===== config.mk =====
export PLATFORM = sky130hd
export DESIGN_NAME = dance_input_conditioner
export DESIGN_NICKNAME = d
export VERILOG_FILES = /design/src/rtl/dance_input_conditioner.sv
export SDC_FILE = /design/constraint.sdc
export NUM_CORES = 1
export LEC_CHECK = 0
export BUFFER_PORTS_ARGS = -buffer_cell sky130_fd_sc_hd__buf_4
export CAP_MARGIN = 20
export CORE_MARGIN = 1
export CORE_UTILIZATION = 55
export CTS_BUF_LIST = sky130_fd_sc_hd__clkbuf_16
export DETAILED_ROUTE_END_ITERATION = 7
export PLACE_DENSITY_LB_ADDON = 0.05
export RECOVER_POWER = 50
export REMOVE_ABC_BUFFERS = 1
export SLEW_MARGIN = 25
export SYNTH_ARGS = -nofsm -noshare
export SYNTH_HDL_FRONTEND = slang
export SYNTH_SLANG_ARGS = --single-unit

===== constraint.sdc =====
create_clock -name clock -period 6.6 [get_ports clock]
set_input_delay 1.65 -clock clock [delete_from_list [all_inputs] [get_ports clock]]
set_output_delay 1.65 -clock clock [all_outputs]
set_load 0.05 [all_outputs]

===== src/rtl/dance_input_conditioner.sv =====
// dance_input_conditioner
// Front end for the two player processors. It parses the PS2 scancode stream
// (E0 prefixes, F0 break codes), suppresses typematic auto-repeat, and
// debounces the two shake sensors. It emits one-cycle arrow events per player
// and a game-reset request.
module dance_input_conditioner #(
  parameter int DEBOUNCE_CYCLES = 500000,
  parameter int CNT_W           = 20
) (
  input  logic       clock,
  input  logic       reset,
  input  logic       ps2_key_pressed,
  input  logic [7:0] ps2_key_data,
  input  logic       shake1_in,
  input  logic       shake2_in,
  output logic       p1_key_pressed,
  output logic [7:0] p1_arrow,
  output logic       p2_key_pressed,
  output logic [7:0] p2_arrow,
  output logic       game_reset_req,
  output logic [7:0] held_mask
);

  localparam logic [CNT_W-1:0] CNT_MAX   = CNT_W'(DEBOUNCE_CYCLES - 1);
  localparam logic [2:0]       CODE_SHAKE = 3'b101;

  typedef enum logic [1:0] {S_IDLE, S_GOT_E0, S_GOT_F0, S_GOT_E0F0} state_t;

  // Returns {mapped, player, key index}; key index 0..3 = up/left/down/right.
  function automatic logic [3:0] decode_key(input logic [7:0] b);
    case (b)
      8'h1D:   decode_key = 4'b1000;
      8'h1C:   decode_key = 4'b1001;
      8'h1B:   decode_key = 4'b1010;
      8'h23:   decode_key = 4'b1011;
      8'h75:   decode_key = 4'b1100;
      8'h6B:   decode_key = 4'b1101;
      8'h72:   decode_key = 4'b1110;
      8'h74:   decode_key = 4'b1111;
      default: decode_key = 4'b0000;
    endcase
  endfunction

  state_t     r_state, w_state_nxt;
  logic       w_make, w_break;
  logic [3:0] w_dec;
  logic [2:0] w_code;
  logic [1:0] w_key_evt;
  logic [7:0] r_held;
  logic       r_game_reset;

  logic [1:0]       r_sync1, r_sync2, r_stable, r_stable_q;
  logic [CNT_W-1:0] r_cnt [2];
  logic [1:0]       w_shk_evt;

  logic [1:0] r_strobe, r_shk_pend, r_key_pend;
  logic [2:0] r_arrow [2];
  logic [2:0] r_kpc   [2];
  logic [1:0] w_strobe_nxt, w_shk_pend_nxt, w_key_pend_nxt;
  logic [2:0] w_arrow_nxt [2];
  logic [2:0] w_kpc_nxt   [2];

  // Parser state register; reset drops any partially received code.
  always_ff @(posedge clock or posedge reset) begin
    if (reset) r_state <= S_IDLE;
    else       r_state <= w_state_nxt;
  end

  // Parser next state: classifies the final byte of a code as make or break.
  always_comb begin
    w_state_nxt = r_state;
    w_make      = 1'b0;
    w_break     = 1'b0;
    if (ps2_key_pressed) begin
      case (r_state)
        S_IDLE: begin
          if (ps2_key_data == 8'hE0)      w_state_nxt = S_GOT_E0;
          else if (ps2_key_data == 8'hF0) w_state_nxt = S_GOT_F0;
          else                            w_make      = 1'b1;
        end
        S_GOT_E0: begin
          if (ps2_key_data == 8'hF0) w_state_nxt = S_GOT_E0F0;
          else begin
            w_make      = 1'b1;
            w_state_nxt = S_IDLE;
          end
        end
        default: begin
          w_break     = 1'b1;
          w_state_nxt = S_IDLE;
        end
      endcase
    end
  end

  assign w_dec  = decode_key(ps2_key_data);
  assign w_code = {1'b0, w_dec[1:0]} + 3'd1;

  // A make of a key that is not already held is a new event for its player.
  always_comb begin
    w_key_evt = 2'b00;
    if (w_make && w_dec[3] && !r_held[w_dec[2:0]]) w_key_evt[w_dec[2]] = 1'b1;
  end

  // Held-key mask and game-reset request.
  always_ff @(posedge clock or posedge reset) begin
    if (reset) begin
      r_held       <= 8'h00;
      r_game_reset <= 1'b0;
    end else begin
      r_game_reset <= w_make && (ps2_key_data == 8'h2D);
      if (w_make && w_dec[3])       r_held[w_dec[2:0]] <= 1'b1;
      else if (w_break && w_dec[3]) r_held[w_dec[2:0]] <= 1'b0;
    end
  end

  // Shake synchronisers and debounce: a level must persist DEBOUNCE_CYCLES.
  always_ff @(posedge clock or posedge reset) begin
    if (reset) begin
      r_sync1    <= 2'b00;
      r_sync2    <= 2'b00;
      r_stable   <= 2'b00;
      r_stable_q <= 2'b00;
      for (int p = 0; p < 2; p++) r_cnt[p] <= '0;
    end else begin
      r_sync1    <= {shake2_in, shake1_in};
      r_sync2    <= r_sync1;
      r_stable_q <= r_stable;
      for (int p = 0; p < 2; p++) begin
        if (r_sync2[p] == r_stable[p]) begin
          r_cnt[p] <= '0;
        end else if (r_cnt[p] == CNT_MAX) begin
          r_stable[p] <= r_sync2[p];
          r_cnt[p]    <= '0;
        end else begin
          r_cnt[p] <= r_cnt[p] + 1'b1;
        end
      end
    end
  end

  assign w_shk_evt = r_stable & ~r_stable_q;

  // Event arbitration: pending shake, then pending key, then new key, then new shake.
  always_comb begin
    w_strobe_nxt   = 2'b00;
    w_shk_pend_nxt = r_shk_pend;
    w_key_pend_nxt = r_key_pend;
    for (int p = 0; p < 2; p++) begin
      w_arrow_nxt[p] = r_arrow[p];
      w_kpc_nxt[p]   = r_kpc[p];
      if (r_shk_pend[p] || r_key_pend[p]) begin
        w_strobe_nxt[p] = 1'b1;
        if (r_shk_pend[p]) begin
          w_arrow_nxt[p]    = CODE_SHAKE;
          w_shk_pend_nxt[p] = 1'b0;
        end else begin
          w_arrow_nxt[p]    = r_kpc[p];
          w_key_pend_nxt[p] = 1'b0;
        end
        if (w_key_evt[p]) begin
          w_key_pend_nxt[p] = 1'b1;
          w_kpc_nxt[p]      = w_code;
        end
        if (w_shk_evt[p]) w_shk_pend_nxt[p] = 1'b1;
      end else if (w_key_evt[p]) begin
        w_strobe_nxt[p] = 1'b1;
        w_arrow_nxt[p]  = w_code;
        if (w_shk_evt[p]) w_shk_pend_nxt[p] = 1'b1;
      end else if (w_shk_evt[p]) begin
        w_strobe_nxt[p] = 1'b1;
        w_arrow_nxt[p]  = CODE_SHAKE;
      end
    end
  end

  // Registered event outputs and pending slots.
  always_ff @(posedge clock or posedge reset) begin
    if (reset) begin
      r_strobe   <= 2'b00;
      r_shk_pend <= 2'b00;
      r_key_pend <= 2'b00;
      for (int p = 0; p < 2; p++) begin
        r_arrow[p] <= 3'b000;
        r_kpc[p]   <= 3'b000;
      end
    end else begin
      r_strobe   <= w_strobe_nxt;
      r_shk_pend <= w_shk_pend_nxt;
      r_key_pend <= w_key_pend_nxt;
      for (int p = 0; p < 2; p++) begin
        r_arrow[p] <= w_arrow_nxt[p];
        r_kpc[p]   <= w_kpc_nxt[p];
      end
    end
  end

  assign p1_key_pressed = r_strobe[0];
  assign p2_key_pressed = r_strobe[1];
  assign p1_arrow       = {5'b00000, r_arrow[0]};
  assign p2_arrow       = {5'b00000, r_arrow[1]};
  assign game_reset_req = r_game_reset;
  assign held_mask      = r_held;

endmodule


==> PnR_summary.wiki, run 1 <==
{| class="wikitable"
! Metric !! Value
|-
| Outcome || finished, final reports clean
|-
| Startpoint kind of the worst setup timing path || input port
|-
| Ys Warns || 0
|-
| Final routed wirelength across all metal layers || 7.26 mm
|-
| Slack of the worst reg-to-reg path || 4.24 ns
|-
| TritonRoute pass-1 iters || 4
|-
| Period utilisation layout || roughly half
|-
| Storage element area || 1930 µm²
|-
| Setup_tns || 0 ns
|-
| Number of setup buffers added after CTS || 0
|-
| Post-layout min period || 3.25 ns
|-
| Area used by multi-input combinational logic || 1840 µm²
|-
| Post-Syn Instances || 385
|-
| Cts repair resizes || 0
|-
| Area fraction of the dominant cell type after synthesis || roughly 50%
|-
| Post-synth EDFFs || 0
|-
| Num rows || 30
|-
| Floorplan die height || 86.4 µm
|-
| Crit path max fanout || 8
|-
| Post-detailed-placement half-perimeter wirelength || 4.91 mm
|-
| Flip-flop and latch count after synthesis || 77
|-
| Most frequent cell after synthesis || sky130_fd_sc_hd__dfrtp_1
|-
| Met3 usage || 5.52%
|-
| Initial core utilization || 57.4%
|-
| Layout-stage area growth over the synthesis result || 14.0%
|-
| Worst Setup Path Type || input port to flop
|-
| Clock latency at the later pin of the worst-skew pair || 0.33 ns
|-
| Dpl cell area || 4170 µm²
|-
| Final design area excluding fillers || 4470 µm²
|-
| Worst hold path type || flop to flop
|-
| Maximum VDD drop || 0.000186 V
|-
| Filler cell count in the final layout || 579
|-
| Number of nets in the layout || 430
|-
| Root cell of the clock tree || sky130_fd_sc_hd__clkbuf_16
|-
| Worst path arrival time || 3.49 ns
|-
| Power density over the cells || 249 nW/µm²
|-
| Total gr overflow || 0
|-
| Final Hold Violating Endpoints || 0
|-
| Lkg Pwr || 1.93 nW
|-
| Cell breakdown of the critical path || buf_4, nor4b_2, nand2_1, a21boi_2, nand2b_1, ha_1, o2111ai_1, a311oi_2
|-
| Unrepaired setup endpoints after global routing || false
|-
| Top Ports || 40
|-
| Total clock buffers created by CTS || 9
|-
| Diode count || 0
|-
| Worst Skew || 0.00428 ns
|-
| Slew headroom || 34.7%
|-
| Starting DRC count in detailed routing || 95
|-
| Max-capacitance violation count || 0
|-
| Number of global-route vias before repair || 2,691
|-
| Critical path's slowest cell || sky130_fd_sc_hd__a21boi_2
|-
| Maximum root-to-sink buffer count || 2
|-
| Pin count of the biggest net entering global routing || ~80
|-
| Buffers added on ports || 29
|-
| Last weighted congestion value of the routability-driven placer || 0.838
|-
| Element type at the critical path end || flop
|-
| Cell taking the most area after synthesis || sky130_fd_sc_hd__dfrtp_1
|-
| Required time reported for the critical path endpoint || 6.84 ns
|-
| Setup violation total in the final timing report || 0
|-
| Routed vias/inst || 5.54
|-
| Main synth FF type || sky130_fd_sc_hd__dfrtp_1
|-
| Measured slew at the worst slew-check pin || roughly 1 ns
|-
| GR Layer Usage met1 || 29.7%
|-
| Share of post-route cells with drive strength above 1 || between 10% and 20%
|-
| Top area cells in the synthesized netlist || sky130_fd_sc_hd__dfrtp_1 49%, sky130_fd_sc_hd__nor2_1 5.1%, sky130_fd_sc_hd__xor2_1 4.7%
|-
| Horizontal die dimension || ~86 µm
|-
| Antenna violations before repair || 0
|-
| Cell class contributing the biggest share of worst-path delay || compound AO/OA/AOI/OAI gates
|-
| Cell variety after synth || 64
|-
| CORE AREA || 6830 µm²
|-
| TritonCTS clock tree || done
|-
| FMAX || 308 MHz
|-
| Final worst slack || 3.35 ns
|-
| DIE AREA || 7470 µm²
|-
| Clock Sink Count || 77
|-
| Commonest cells in the synthesized netlist || 77 x sky130_fd_sc_hd__dfrtp_1, 53 x sky130_fd_sc_hd__nor2_1, 24 x sky130_fd_sc_hd__nand3_1
|-
| Vias after detailed routing || 2,855
|-
| Fraction of the yosys area taken by sequential cells || 49.1%
|-
| CTS Hold Bufs || 0
|-
| Number of max-slew violations in the final report || 0
|-
| Non-Filler Instances || 515
|-
| Global-route track usage on met2 || 32.3%
|-
| Clock transition at the register clock pins on the worst setup and hold paths after CTS || 0.06 ns
|-
| Inst Count DP || 499
|-
| Post-route ant nets || 0
|-
| Routed wire per std cell || 14.1 µm
|-
| All-Layer GR Usage || a little over a fifth
|-
| Largest incremental delay on the critical path || 0.44 ns
|-
| Average cell area after synthesis || 10.2 µm²
|-
| Hold slack final || about 0.35 ns
|-
| WP buf/inv || 1
|-
| Maximum level of the CTS H-tree || 3
|-
| Wire length of the first global-routing pass || 12.3 mm
|-
| Routing layer with the top usage in global route || met2
|-
| Worst setup slack after placement || 3.02 ns
|-
| Proportion of register bits with asynchronous set or reset after synthesis || 100%
|-
| Remaining routing DRC violations || 0
|-
| Post-Syn Area || 3920 µm²
|}
## stage by stage
| stage | utilization [%] | total power (W) |
|---|---|---|
| 2_1_floorplan | - | 0.000593 |
| 3_3_place_gp | 61.0 | 0.000632 |
| 3_5_place_dp | 61.0 | 0.000634 |
| 4_1_cts | 65.4 | 0.00113 |
| 5_1_grt | 65.4 | 0.00116 |
| 6_report | 65.4 | 0.00111 |
## final cells by class
cell class                      count  share of cell area (%)
Clock buffer                        9                    5.04
Clock inverter                      7                    1.68
Inverter                           14                    1.18
Multi-Input combinational cell    282                    41.2
Sequential cell                    77                    43.1
Tap cell                           96                    2.69
Timing Repair Buffer               30                    5.12
## path summary, 6_finish.rpt
kind | from | to | cells after the start
min in group asynchronous | reset | r_cnt[10] | 3
worst min register to register | r_sync1[0] | r_sync2[0] | 0
max in group asynchronous | reset | r_kpc[4] | 3
worst min-delay path | r_sync1[0] | r_sync2[0] | 0
worst max-delay path | ps2_key_data[5] | p1_arrow[1] | 8
worst max register to register | r_cnt[20] | r_cnt[32] | 5
## layout by cell type, fill, tap and decap left out, drive strengths merged, types with 2 or more instances in the layout
master	n
clkinv	3
nor2b	6
and3b	3
conb	10
nor3	8
nand2	18
nand2b	6
clkbuf	12
xnor2	16
or2	3
mux2i	3
buf	27
nor3b	4
inv	15
xor2	21
a21oi	12
o211ai	4
a32oi	2
nand4	12
nor2	55
nand3b	2
dfrtp	77
nor4b	3
o41ai	2
o21ai	15
and4	2
o31ai	7
and3	7
ha	3
mux2	6
nand3	25
clkinvlp	2
or3	4
nor4	5
or4	2
## where the power goes
part           internal [W]  switching [W]
sequential         0.000487      0.0000118
clock              0.000294       0.000197
combinational     0.0000371      0.0000885
## kinds of logic after synthesis
family | count (synthesis) | share of synthesized area (%)
fa+ha+maj | 4 | 1.24
mux | 9 | 2.87
xor+xnor | 37 | 8.26
flops | 77 | 49.1
other cells | 1 | 0.0956
simple gates | 167 | 23.0
buf+inv | 35 | 4.75
compound gates | 55 | 10.6
## worst register-to-register path, stage by stage (launching register included)
cell and delay, ns:
sky130_fd_sc_hd__dfrtp_1 0.39, sky130_fd_sc_hd__ha_1 0.23, sky130_fd_sc_hd__nand4_1 0.25, sky130_fd_sc_hd__nor3_1 0.39, sky130_fd_sc_hd__or2_0 0.80, sky130_fd_sc_hd__nor2_1 0.14
## metal layers
layer / vias to the layer above / wire (µm)
met2: 53 / 3350
met4: 0 / 101
li1: 1400 / -
met5: - / 0
met1: 1392 / 3510
met3: 10 / 299
Note: power is estimated with default switching activity, not from simulation.
==> run 2: changes to the inputs <==
--- a/config.mk
+++ b/config.mk
@@ -5,6 +5,7 @@
 export SDC_FILE = /design/constraint.sdc
 export NUM_CORES = 1
 export LEC_CHECK = 0
+export ABC_AREA = 1
 export BUFFER_PORTS_ARGS = -buffer_cell sky130_fd_sc_hd__buf_4
 export CAP_MARGIN = 20
 export CORE_MARGIN = 1
==> constraint.sdc (replaced) <==
create_clock -name clock -period 3.1 [get_ports clock]
set_input_delay 0.775 -clock clock [delete_from_list [all_inputs] [get_ports clock]]
set_output_delay 0.775 -clock clock [all_outputs]
set_load 0.05 [all_outputs]
==> PnR_summary.wiki, run 2 <==
{| class="wikitable"
! Metric !! Value
|-
| Setup violation total in the final timing report || 0 (unchanged)
|-
| Post-Syn Area || 4010 µm² (+2.4%)
|-
| All-Layer GR Usage || 22.8% (+1.6 points)
|-
| Startpoint of the worst register-to-register path || r_cnt[20]
|-
| Maximum root-to-sink buffer count || 2 (unchanged)
|-
| Hold path depth || 0 (unchanged)
|-
| Lkg Pwr || 2.13 nW (+10%)
|-
| Clock latency at the later pin of the worst-skew pair || 0.33 ns (about the same)
|-
| Pin count of the biggest net entering global routing || 31 (-60%)
|-
| Horizontal die dimension || 87.4 µm (+1.1%)
|-
| Number of global-route vias before repair || 2,993 (+11%)
|-
| DIE AREA || 7640 µm² (+2.3%)
|-
| Worst hold path type || flop to flop
|-
| Worst setup slack after placement || 0.659 ns (-2.36 ns)
|-
| Post-synth EDFFs || 0 (unchanged)
|-
| CORE AREA || 6910 µm² (+1.1%)
|-
| Layout-stage area growth over the synthesis result || 14.7%
|-
| Period utilisation layout || between 70% and 80%
|-
| Most frequent cells in the layout || 96 x sky130_fd_sc_hd__nand2_1, 77 x sky130_fd_sc_hd__dfrtp_1, 70 x sky130_fd_sc_hd__nor2_1, 55 x sky130_fd_sc_hd__inv_1, 27 x sky130_fd_sc_hd__buf_4
|-
| Antenna violations before repair || 0 (unchanged)
|-
| Fraction of the yosys area taken by sequential cells || 48.0% (-1.1 points)
|-
| Cell class contributing the biggest share of worst-path delay || simple AND/OR/NAND/NOR gates
|-
| Root cell of the clock tree || sky130_fd_sc_hd__clkbuf_16
|-
| Maximum VDD drop || 0.000322 V (+73%)
|-
| Logic gate share of total power || 11.4% (about the same)
|-
| Max-capacitance violation count || 0 (unchanged)
|-
| Total gr overflow || 0 (unchanged)
|-
| Capturing element of the worst setup path || r_cnt[38]
|-
| Net Switching || 0.000625 W (+110%)
|-
| Most frequent cell after synthesis || sky130_fd_sc_hd__nand2_1
|-
| Post-layout min period || between 2 and 2.5 ns
|-
| Path length in cells of the critical path || 13 (+5)
|-
| Total clock buffers created by CTS || 9 (unchanged)
|-
| Remaining routing DRC violations || 0 (unchanged)
|-
| Final routed wirelength across all metal layers || 7.87 mm (+8.5%)
|-
| Share of post-route cells with drive strength above 1 || 15.7% (-1.0 points)
|-
| Final Hold Violating Endpoints || 0 (unchanged)
|-
| Unrepaired setup endpoints after global routing || false
|-
| Post-detailed-placement half-perimeter wirelength || 5.82 mm (+19%)
|-
| TritonCTS clock tree || done
|-
| Clock Sink Count || 77 (unchanged)
|-
| Most frequent standard cell in the layout excluding fill and tap cells || sky130_fd_sc_hd__nand2_1
|-
| Sequential fraction of design power || 46.6% (+1.9 points)
|-
| Critical path's slowest cell || sky130_fd_sc_hd__dfrtp_1
|-
| Proportion of register bits with asynchronous set or reset after synthesis || 100% (unchanged)
|-
| Top Ports || 40 (unchanged)
|-
| Power density over the cells || 494 nW/µm² (+98%)
|-
| Switching portion of total power || 27.5% (+0.85 points)
|-
| Top area cells in the synthesized netlist || sky130_fd_sc_hd__dfrtp_1 48%, sky130_fd_sc_hd__nand2_1 9.0%, sky130_fd_sc_hd__nor2_1 6.5%
|-
| Slew headroom || 23.3% (-11 points)
|-
| Required time reported for the critical path endpoint || 3.35 ns (-3.49 ns)
|-
| Main synth FF type || sky130_fd_sc_hd__dfrtp_1
|-
| Measured slew at the worst slew-check pin || 1.15 ns (+0.169 ns)
|-
| Initial core utilization || 58.1% (+0.72 points)
|-
| Slack of the worst reg-to-reg path || 0.92 ns (-3.32 ns)
|-
| Post-route ant nets || 0 (unchanged)
|-
| Post-Syn Instances || 486 (+26%)
|-
| Cell variety after synth || 37 (-42%)
|-
| Routed wire per std cell || 12.6 µm (-11%)
|-
| Outcome || finished, final reports clean
|-
| Final worst slack || 0.922 ns (-2.43 ns)
|-
| Path depth of the worst reg2reg path || 13 (+8)
|-
| Number of nets in the layout || 541 (+26%)
|-
| Clock network fraction of total power || 42.0% (-2.0 points)
|-
| Routed vias/inst || 5.24 (-5.4%)
|-
| Ys Warns || 0 (unchanged)
|-
| Buffers added on ports || 29 (unchanged)
|-
| Num rows || 30 (unchanged)
|-
| Diode count || 0 (unchanged)
|-
| Cell breakdown of the critical path || ha_1, nand2_1, nor2_1, nand4_1, nor2_1, nand2_1, nor2_2, nand3_1, nor2_1, nand2_1, o21ai_1, nand2_1, nor2_1
|-
| Element type at the critical path end || flop
|-
| Commonest cells in the synthesized netlist || 96 x sky130_fd_sc_hd__nand2_1, 77 x sky130_fd_sc_hd__dfrtp_1, 69 x sky130_fd_sc_hd__nor2_1
|-
| Internal power component || 0.00165 W (+100%)
|-
| Largest incremental delay on the critical path || 0.38 ns (-0.06 ns)
|-
| WP buf/inv || 0 (-1)
|-
| Starting DRC count in detailed routing || 153 (+61%)
|-
| Cell taking the most area after synthesis || sky130_fd_sc_hd__dfrtp_1
|-
| FMAX || 459 MHz
|-
| Average cell area after synthesis || 8.26 µm² (-19%)
|-
| Setup_tns || 0 ns (unchanged)
|-
| Number of max-slew violations in the final report || 0 (unchanged)
|-
| Dpl cell area || 4330 µm² (+3.9%)
|-
| Worst path arrival time || 2.43 ns (-1.06 ns)
|-
| Last weighted congestion value of the routability-driven placer || 0.928 (+11%)
|-
| Floorplan die height || 87.4 µm (+1.1%)
|-
| Clock transition at the register clock pins on the worst setup and hold paths after CTS || 0.06 ns (about the same)
|-
| Worst Skew || 0.00491 ns (+0.000625 ns)
|-
| Final design area excluding fillers || 4600 µm² (+3.0%)
|-
| Worst Setup Path Type || flop to flop
|-
| R2r endpoint || r_cnt[38]
|-
| Wire length of the first global-routing pass || 13.5 mm (+9.8%)
|-
| Number of setup buffers added after CTS || 0 (unchanged)
|-
| Flip-flop and latch count after synthesis || 77 (unchanged)
|-
| Crit path max fanout || 4 (-4)
|-
| CP startpoint || r_cnt[20]
|-
| Startpoint kind of the worst setup timing path || flop
|-
| TritonRoute pass-1 iters || 5 (+1)
|-
| CTS Hold Bufs || 0 (unchanged)
|-
| Area fraction of the dominant cell type after synthesis || 48.0% (-1.1 points)
|-
| Filler cell count in the final layout || 589 (+1.7%)
|-
| Vias after detailed routing || 3,282 (+15%)
|-
| Maximum level of the CTS H-tree || 3 (unchanged)
|-
| Cts repair resizes || 0 (unchanged)
|}
[run 2: cell count changes in the layout (fill, tap and decap cells not counted), sizes merged, moves of 5 or more]
cell    before  now
a21oi       12   19
inv         15   61
nand2       18  100
nand2b       6    0
nor2        55   82
nor2b        6    0
nor3         8   17
nor4         5   10
o21ai       15   30
o31ai        7    1
xnor2       16    1
xor2        21   13
[run 2: routing by layer]
layer  part of all wire, %  wire [µm]  global-route usage, %
met1                    47       3680                   31.4
met2                    49       3820                   36.8
met3                   3.7        289                   3.41
met4                   1.1         86                   8.20
met5                     0          0                      0
[run 2: power groups by stage]
| stage | combinational, W | clock (W) | sequential, W |
|---|---|---|---|
| after global placement | 0.000253 | 0 | 0.00108 |
| after floorplan | 0.000140 | 0 | 0.00112 |
| after CTS | 0.000261 | 0.000982 | 0.00106 |
| after detailed placement | 0.000260 | 0 | 0.00108 |
| after global routing | 0.000284 | 0.00103 | 0.00106 |
| final | 0.000260 | 0.000955 | 0.00106 |
[run 2: per-stage QoR]
step | hold slack, ns | total power, W | util [%] | instances
floorplan | 0.331 | 0.00126 | - | 483
global placement | 0.335 | 0.00133 | 62.7 | 610
detailed placement | 0.335 | 0.00134 | 62.7 | 610
CTS | 0.349 | 0.00230 | 66.7 | 626
global route | 0.369 | 0.00237 | 66.7 | 626
finish | 0.347 | 0.00227 | 66.7 | 626
[run 2: worst reg2reg max path, stage by stage, from the launching register on]
cell and delay [ns]:
sky130_fd_sc_hd__dfrtp_1 0.38, sky130_fd_sc_hd__ha_1 0.21, sky130_fd_sc_hd__nand2_1 0.09, sky130_fd_sc_hd__nor2_1 0.20
sky130_fd_sc_hd__nand4_1 0.18, sky130_fd_sc_hd__nor2_1 0.14, sky130_fd_sc_hd__nand2_1 0.11, sky130_fd_sc_hd__nor2_2 0.14
sky130_fd_sc_hd__nand3_1 0.13, sky130_fd_sc_hd__nor2_1 0.14, sky130_fd_sc_hd__nand2_1 0.11, sky130_fd_sc_hd__o21ai_1 0.13
sky130_fd_sc_hd__nand2_1 0.06, sky130_fd_sc_hd__nor2_1 0.09
[run 2: layout make-up]
cell class                 instances  area, µm²  share of cell area [%]
multi-input combinational        346       1810                    39.3
tap                               96        120                    2.61
inverter                          60        225                    4.89
sequential                        77       1930                    41.8
clock inverter                     7       51.3                    1.11
timing repair buffer              31        245                    5.33
clock buffer                       9        225                    4.89
[run 2: worst min path at each step]
| stage | start | endpoint |
|---|---|---|
| after detailed placement | r_sync1[0] | r_sync2[0] |
| after floorplan | r_sync1[0] | r_sync2[0] |
| after global placement | r_sync1[0] | r_sync2[0] |
| after CTS | r_sync1[0] | r_sync2[0] |
| after global routing | r_sync1[0] | r_sync2[0] |
| final | r_sync1[0] | r_sync2[0] |
[run 2: cell families after synthesis]
group,Yosys count,share of synthesized area (%)
mux,3,0.842
compound gates,61,8.85
simple gates,255,30.5
xor+xnor,14,3.05
flops,77,48.0
other cells,1,0.0934
fa+ha+maj,3,0.935
buf+inv,72,7.67
==> run 3: changes to the inputs <==
--- a/config.mk
+++ b/config.mk
@@ -5,11 +5,11 @@
 export SDC_FILE = /design/constraint.sdc
 export NUM_CORES = 1
 export LEC_CHECK = 0
-export ABC_AREA = 1
+export ABC_AREA = 0
 export BUFFER_PORTS_ARGS = -buffer_cell sky130_fd_sc_hd__buf_4
 export CAP_MARGIN = 20
 export CORE_MARGIN = 1
-export CORE_UTILIZATION = 55
+export CORE_UTILIZATION = 53
 export CTS_BUF_LIST = sky130_fd_sc_hd__clkbuf_16
 export DETAILED_ROUTE_END_ITERATION = 7
 export PLACE_DENSITY_LB_ADDON = 0.05
==> constraint.sdc (replaced) <==
create_clock -name clock -period 1.8 [get_ports clock]
set_input_delay 0.45 -clock clock [delete_from_list [all_inputs] [get_ports clock]]
set_output_delay 0.45 -clock clock [all_outputs]
set_load 0.05 [all_outputs]
==> PnR_summary.wiki, run 3 (synthesis results as in run 1) <==
{| class="wikitable"
! Metric !! Value
|-
| Diode count || 0 (unchanged)
|-
| Maximum VDD drop || 0.000535 V (+66%)
|-
| FMAX || 529 MHz (+15%)
|-
| Measured slew at the worst slew-check pin || 1.02 ns (-0.132 ns)
|-
| Routed wire per std cell || 15.2 µm (+21%)
|-
| CORE AREA || 6980 µm² (+1.1%)
|-
| Most frequent standard cell in the layout excluding fill and tap cells || sky130_fd_sc_hd__buf_4
|-
| Routed vias/inst || 5.44 (+3.7%)
|-
| Slew headroom || 32.2% (+8.9 points)
|-
| Post-route ant nets || 0 (unchanged)
|-
| Maximum level of the CTS H-tree || 3 (unchanged)
|-
| Last weighted congestion value of the routability-driven placer || 0.953 (+2.7%)
|-
| Setup violation total in the final timing report || 29 (+29)
|-
| Post-detailed-placement half-perimeter wirelength || 5.79 mm (-0.52%)
|-
| Startpoint of the worst register-to-register path || r_cnt[9]
|-
| Num rows || 30 (unchanged)
|-
| Initial core utilization || 56.2% (-2.0 points)
|-
| Outcome || finished with violations
|-
| Final routed wirelength across all metal layers || 8.86 mm (+13%)
|-
| Total clock buffers created by CTS || 9 (unchanged)
|-
| Most frequent cells in the layout || 81 x sky130_fd_sc_hd__buf_4, 77 x sky130_fd_sc_hd__dfrtp_1, 52 x sky130_fd_sc_hd__nor2_1, 23 x sky130_fd_sc_hd__nand3_1, 21 x sky130_fd_sc_hd__xor2_1
|-
| Worst hold path type || input port to flop
|-
| Post-layout min period || 1.89 ns (-0.288 ns)
|-
| TritonRoute pass-1 iters || 4 (-1)
|-
| Power density over the cells || 758 nW/µm² (+54%)
|-
| Number of max-slew violations in the final report || 0 (unchanged)
|-
| Horizontal die dimension || 88.0 µm (+0.67%)
|-
| Clock transition at the register clock pins on the worst setup and hold paths after CTS || 0.06 ns (about the same)
|-
| All-Layer GR Usage || 23.0% (+0.14 points)
|-
| Unrepaired setup endpoints after global routing || true
|-
| Period utilisation layout || 105% (+35 points)
|-
| Required time reported for the critical path endpoint || 2.02 ns (-1.33 ns)
|-
| Violations in the final reports || setup timing
|-
| Crit path max fanout || 9 (+5)
|-
| Inst Count DP || 558 (-8.5%)
|-
| TritonCTS clock tree || done
|-
| Startpoint kind of the worst setup timing path || flop
|-
| CTS Hold Bufs || 0 (unchanged)
|-
| Lkg Pwr || 2.34 nW (+9.9%)
|-
| Final worst slack || -0.0904 ns (-1.01 ns)
|-
| Worst Setup Path Type || flop to flop
|-
| Number of nets in the layout || 500 (-7.6%)
|-
| Max-capacitance violation count || 0 (unchanged)
|-
| Floorplan die height || 88.0 µm (+0.67%)
|-
| Number of global-route vias before repair || 2,955 (-1.3%)
|-
| Top Ports || 40 (unchanged)
|-
| Buffers added on ports || 29 (unchanged)
|-
| Share of post-route cells with drive strength above 1 || 33.7% (+18 points)
|-
| Antenna violations before repair || 0 (unchanged)
|-
| Root cell of the clock tree || sky130_fd_sc_hd__clkbuf_16
|-
| Starting DRC count in detailed routing || 123 (-20%)
|-
| Worst path arrival time || 2.11 ns (-0.32 ns)
|-
| DIE AREA || 7750 µm² (+1.4%)
|-
| Layout-stage area growth over the synthesis result || 33.5%
|-
| Clock Sink Count || 77 (unchanged)
|-
| Non-Filler Instances || 583 (-6.9%)
|-
| Vias after detailed routing || 3,169 (-3.4%)
|-
| Dpl cell area || 4650 µm² (+7.3%)
|-
| Worst Skew || 0.00504 ns (+0.000132 ns)
|-
| Remaining routing DRC violations || 0 (unchanged)
|-
| Final Hold Violating Endpoints || 0 (unchanged)
|-
| Wire length of the first global-routing pass || 13.7 mm (+1.4%)
|-
| Clock latency at the later pin of the worst-skew pair || 0.33 ns (about the same)
|-
| Startpoint of the lowest-slack hold path || shake2_in
|-
| Pin count of the biggest net entering global routing || 78 (+150%)
|-
| Total gr overflow || 0 (unchanged)
|-
| Final design area excluding fillers || 5240 µm² (+14%)
|-
| Maximum root-to-sink buffer count || 2 (unchanged)
|-
| CP startpoint || r_cnt[9]
|-
| Element type at the critical path end || flop
|}
run 3: metrics by stage:
stage,utilization (%),power [W],hold slack [ns],setup TNS [ns],setup WS [ns]
finish,75.0,0.00397,0.246,-1.71,-0.0904
global route,75.0,0.00411,0.237,-4.97,-0.194
CTS,71.7,0.00396,0.218,-2.14,-0.115
detailed placement,66.6,0.00239,0.336,-11.58,-0.457
global placement,66.6,0.00238,0.337,-10.10,-0.403
floorplan,-,0.00217,0.331,-53.09,-0.617
run 3: critical path, cell delays in order, from the launching register on:
cell and delay [ns]:
sky130_fd_sc_hd__dfrtp_1 0.39, sky130_fd_sc_hd__nor4_2 0.29, sky130_fd_sc_hd__nand4_1 0.12, sky130_fd_sc_hd__or4_4 0.46
sky130_fd_sc_hd__nor3_4 0.15, sky130_fd_sc_hd__or2_4 0.18, sky130_fd_sc_hd__clkbuf_16 0.15, sky130_fd_sc_hd__nor2_1 0.05
run 3: cell type report:
cell class                      count  area (µm²)
Timing Repair Buffer              100         846
Tap cell                           96         120
Fill cell                         515        1750
Sequential cell                    77        1930
Inverter                           14        53.8
Clock inverter                      5        30.0
Multi-Input combinational cell    282        2030
Clock buffer                        9         225
run 3: worst paths after layout:
path	to	slack (ns)	depth (start not counted)
worst max-delay path	r_cnt[5]	-0.09	7
worst min-delay path	r_sync1[1]	0.25	1
worst max register to register	r_cnt[5]	-0.09	7
worst min register to register	r_sync2[1]	0.35	0
max in group asynchronous	r_shk_pend[0]	0.66	3
min in group asynchronous	r_cnt[33]	0.50	3
run 3: per-layer routing:
metal	wire, µm	part of all wire (%)	GRT usage [%]	vias to the layer above
met4	110	1.2	6.74	0
li1	-	-	-	1535
met2	4310	49	37.3	60
met5	0	0	0	-
met1	4160	47	30.9	1561
met3	280	3.2	5.28	13
run 3: what timing repair did:
item	CTS	global route
setup endpoints to repair	33	36
pin swaps	11	29
gates cloned	0	1
setup buffers	3	7
resized for setup	16	31
run 3: power breakdown:
part / internal [W] / switching [W]
clock: 0.000908 / 0.000663
combinational: 0.000212 / 0.000355
sequential: 0.00179 / 0.0000465
